==> config.mk <==
export PLATFORM = sky130hd
export DESIGN_NAME = step_sequencer
export DESIGN_NICKNAME = d
export VERILOG_FILES = /design/src/rtl/step_sequencer.sv
export SDC_FILE = /design/constraint.sdc
export NUM_CORES = 1
export LEC_CHECK = 0
export CAP_MARGIN = 40
export CORE_AREA = 3 3 40 42
export CTS_CLUSTER_DIAMETER = 40
export DETAILED_ROUTE_END_ITERATION = 10
export DIE_AREA = 0 0 43 45
export PLACE_DENSITY = 0.55
export SYNTH_ARGS = -nofsm -noshare
export SYNTH_HDL_FRONTEND = slang
export SYNTH_SLANG_ARGS = --single-unit
==> constraint.sdc <==
create_clock -name clk -period 4.2 [get_ports clk]
set_input_delay 0.84 -clock clk [delete_from_list [all_inputs] [get_ports clk]]
set_output_delay 0.84 -clock clk [all_outputs]
set_load 0.03 [all_outputs]
==> src/rtl/step_sequencer.sv <==
// Timing-step generator feeding the decoder: walks T0..lim per instruction with stall/halt.
// Optional STEP_SEQ_INSTR_COUNT_EN adds a 16-bit count of completed instructions.
module step_sequencer #(
    parameter int ENCODE_WIDTH = 2,
    parameter int MAX_STEP     = 2**ENCODE_WIDTH - 1
) (
    input  logic                    clk,
    input  logic                    rst,
    input  logic                    start,
    input  logic [ENCODE_WIDTH-1:0] last_step,
    input  logic                    hold,
    input  logic                    halt,
    output logic [ENCODE_WIDTH-1:0] step,
    output logic                    ready,
    output logic                    busy,
    output logic                    done,
    output logic                    halted
`ifdef STEP_SEQ_INSTR_COUNT_EN
    ,
    output logic [15:0]             instr_count
`endif
);

    typedef enum logic [1:0] {IDLE, RUN, HALTED} state_t;

    localparam logic [ENCODE_WIDTH-1:0] MAX_L = ENCODE_WIDTH'(MAX_STEP);

    state_t                  state;
    logic [ENCODE_WIDTH-1:0] lim;
    logic                    at_last;
    logic                    finishing;

    function automatic logic [ENCODE_WIDTH-1:0] clamp_step(input logic [ENCODE_WIDTH-1:0] v);
        return (v > MAX_L) ? MAX_L : v;
    endfunction

    assign at_last   = (step == lim);
    assign finishing = (state == RUN) && !halt && !hold && at_last;
    assign ready     = !halt && ((state == IDLE) || ((state == RUN) && !hold && at_last));

    always_ff @(posedge clk or posedge rst) begin
        if (rst) begin
            state  <= IDLE;
            step   <= '0;
            lim    <= '0;
            busy   <= 1'b0;
            done   <= 1'b0;
            halted <= 1'b0;
        end else begin
            done <= 1'b0;
            case (state)
                IDLE: begin
                    if (halt) begin
                        state  <= HALTED;
                        halted <= 1'b1;
                    end else if (start) begin
                        lim   <= clamp_step(last_step);
                        step  <= '0;
                        busy  <= 1'b1;
                        state <= RUN;
                    end
                end
                RUN: begin
                    if (halt) begin
                        state  <= HALTED;
                        step   <= '0;
                        busy   <= 1'b0;
                        halted <= 1'b1;
                    end else if (hold) begin
                        state <= RUN;
                    end else if (!at_last) begin
                        step <= step + 1'b1;
                    end else begin
                        // Final step: a start on this edge chains the next instruction with no bubble.
                        done <= 1'b1;
                        step <= '0;
                        if (start) begin
                            lim <= clamp_step(last_step);
                        end else begin
                            state <= IDLE;
                            busy  <= 1'b0;
                        end
                    end
                end
                HALTED: begin
                    step   <= '0;
                    busy   <= 1'b0;
                    halted <= 1'b1;
                end
                default: begin
                    state <= IDLE;
                    step  <= '0;
                    busy  <= 1'b0;
                end
            endcase
        end
    end

`ifdef STEP_SEQ_INSTR_COUNT_EN
    always_ff @(posedge clk or posedge rst) begin
        if (rst) begin
            instr_count <= 16'd0;
        end else if (finishing) begin
            instr_count <= instr_count + 16'd1;
        end
    end
`endif

endmodule

==> out/results.tsv <==
metric	value	unit
largest area contributor in the netlist	dfrtp_1	
hold_ws	481.0	ps
vias in the first global route	353	
Post-Synth XOR/XNOR Area	4.094	%
Post-CTS Setup Bufs	0	
Static Leak	0.0002452	uW
root buf cell	clkbuf_4	
post-synthesis simple-gate area fraction	18.13	%
DRC violations left	0	
PwrDens	308.9	mW/mm^2
Final period util	77.12	%
combinational power share	12.2	%
yosys warns	0	
initial antenna violation count	0	
GR Overflow Total	0	
# fillers	126	
final core occ	45.86	%
Die Width	43	um
sequential share of the synthesized area	52.63	%
WL/cell	12.87	um
Slew Viols, Final	0	
crit path kind	input port to output port	
Period minus WS final	3239	ps
Die Ht	45	um
layout cells sized above 1	7.273	%
CTS Buf Count	3	
first-pass GRT wire length	1469	um
core area	0.001285	sq mm
Critical Path End Type	output port	
Reg2Reg Depth	4	
largest net degree at the start of global routing	10	
Die ar.	0.001935	sq mm
Mapped Cells	40	
Starting Density	33.30	%
synthesized net count	47	
FF-to-FF setup slack	2720	ps
post-cts sizing count	0	
CTS tree	done	
hold_buf cts	0	
Synth Area in Compound Gates	18.13	%
WP data arrival	2400	ps
Routed Antenna Nets	0	
Worst-path clk slew	60	ps
GP Congestion	0.6640	
CP required	3360	ps
Netlist Area Pre-Place	427.9	sq um
via count	353	
commonest non-fill, non-tap cell in the layout	clkdlybuf4s50_1	
maximum clock frequency	308.7	MHz
worst hold path type	flip-flop to flip-flop	
run status	complete, no violations	
clk sinks	9	
Ant. Diodes	0	
DRT iter0 DRCs	7	
CP max FO	6	
switching share of power	24.56	%
largest family of logic cells by synthesized area	compound AO/OA/AOI/OAI gates	
maxcap violations	0	
startpoint types	input port	
WL final	901	um
post-synthesis mux area share	5.263	%
net switching power	44.71	uW
Synth area leaders	dfrtp_1 53%, mux2_1 5.3%, xor2_1 4.1%, a211oi_1 3.5%, o21a_1 3.5%	
RSZ-0062 raised after global routing	false	
Core Rows	13	
Int Pwr	137.3	uW
worst skew pair latency	260	ps
clock skew after layout	0.3121	ps
Max transition margin	77.06	%
VDD IR max	153.7	uV
gr usage total	10.77	%
area share of the largest cell type after synthesis	52.63	%
flops & latches, synth	9	
hold depth	1	
post-synth cell types	22	
final hold viol count	0	
sequential share of power	50.8	%
post-DR vias/cell	5.043	
overall power	182.1	uW
synthesized area per cell	10.70	sq um
Pre-antenna DRT Iters	3	
Sum Neg Setup Slack	0	ps
H-tree levels	1	
commonest cells after routing, fill and taps aside	12 x clkdlybuf4s50_1, 9 x dfrtp_1, 3 x nand2_1, 3 x clkbuf_4	
clock share of power	37.0	%
Area Growth Syn to Fin	37.72	%
clock buffer depth	2	
final setup vio count	0	
adder-cell share of the synthesized area	0	%
hpwl dp	686.9	um
Port Buffers	12	
# IOs	13	
Least-Margin Pin Slew	343.7	ps
# nets final	63	
==> power by group through the flow <==
| stage | Clock (uW) | Sequential (uW) | Combinational, uW |
|---|---|---|---|
| 4_1_cts | 71.2 | 92.5 | 22.5 |
| 3_3_place_gp | 0 | 93.9 | 21.2 |
| 6_report | 67.4 | 92.5 | 22.1 |
| 2_1_floorplan | 0 | 93.6 | 12.3 |
| 5_1_grt | 76.6 | 92.8 | 24.7 |
| 3_5_place_dp | 0 | 94.2 | 22.5 |
==> logic make-up (layout without fill, tap and decap cells) <==
| family | Yosys count | count (layout) |
|---|---|---|
| flops | 9 | 9 |
| xor+xnor | 2 | 2 |
| simple gates | 14 | 14 |
| mux | 2 | 2 |
| buf+inv | 2 | 17 |
| compound gates | 11 | 11 |
==> flip-flops by register name (all words and copies together), names as in the netlist <==
name and count:
done 1, halted 1, state 2, busy 1, step 2, lim 2
==> cells in the mapped netlist <==
cell	count
nor3_1	2
dfrtp_1	9
o21ai_1	1
clkbuf_1	1
a21oi_1	2
o2111ai_1	1
mux2_1	2
xor2_1	2
nand3_1	1
nor2_1	1
a211oi_1	2
o31ai_1	1
or3b_1	1
nor3b_1	1
a21o_1	1
o21a_1	2
or2_1	2
o41ai_1	1
nor2_2	1
nand2b_1	2
nand2_1	3
inv_1	1
==> final timing paths <==
check,to,start
setup / recovery,ready,hold
hold / removal,halted$_DFFE_PP0P_,halted$_DFFE_PP0P_
setup reg to reg,lim[1]$_DFFE_PP0P_,step[0]$_DFFE_PP0P_
hold reg to reg,halted$_DFFE_PP0P_,halted$_DFFE_PP0P_
max in group asynchronous,done$_DFF_PP0_,rst
min in group asynchronous,lim[0]$_DFFE_PP0P_,rst
==> cell type report <==
class	instances	area, sq um	area share, %
tap	15	18.77	3.185
clock buffer	4	26.28	4.459
timing repair buffer	12	120.1	20.38
multi-input combinational	29	195.2	33.12
sequential	9	225.2	38.22
inverter	1	3.754	0.6369
==> stage by stage <==
step           std cells  setup slack (ps)  area (sq um)
6_report              70             960.9         589.3
5_1_grt               70             883.4         589.3
4_1_cts               70             948.2         589.3
3_5_place_dp          66             955.8         563.0
3_3_place_gp          66             976.9         563.0
2_1_floorplan         40              1524         427.9
==> metal layers <==
layer | global-route usage [%] | wire (um)
met1 | 12.90 | 428
met2 | 16.17 | 432
met3 | 2.789 | 41
met4 | 9.036 | 0
met5 | 0 | 0
==> worst max-delay path, cell delays in order <==
cell and delay [ps]:
clkdlybuf4s50_1 490, o21a_1 230, nor3_1 140, clkdlybuf4s50_1 700
(Power assumes the default switching activity.)
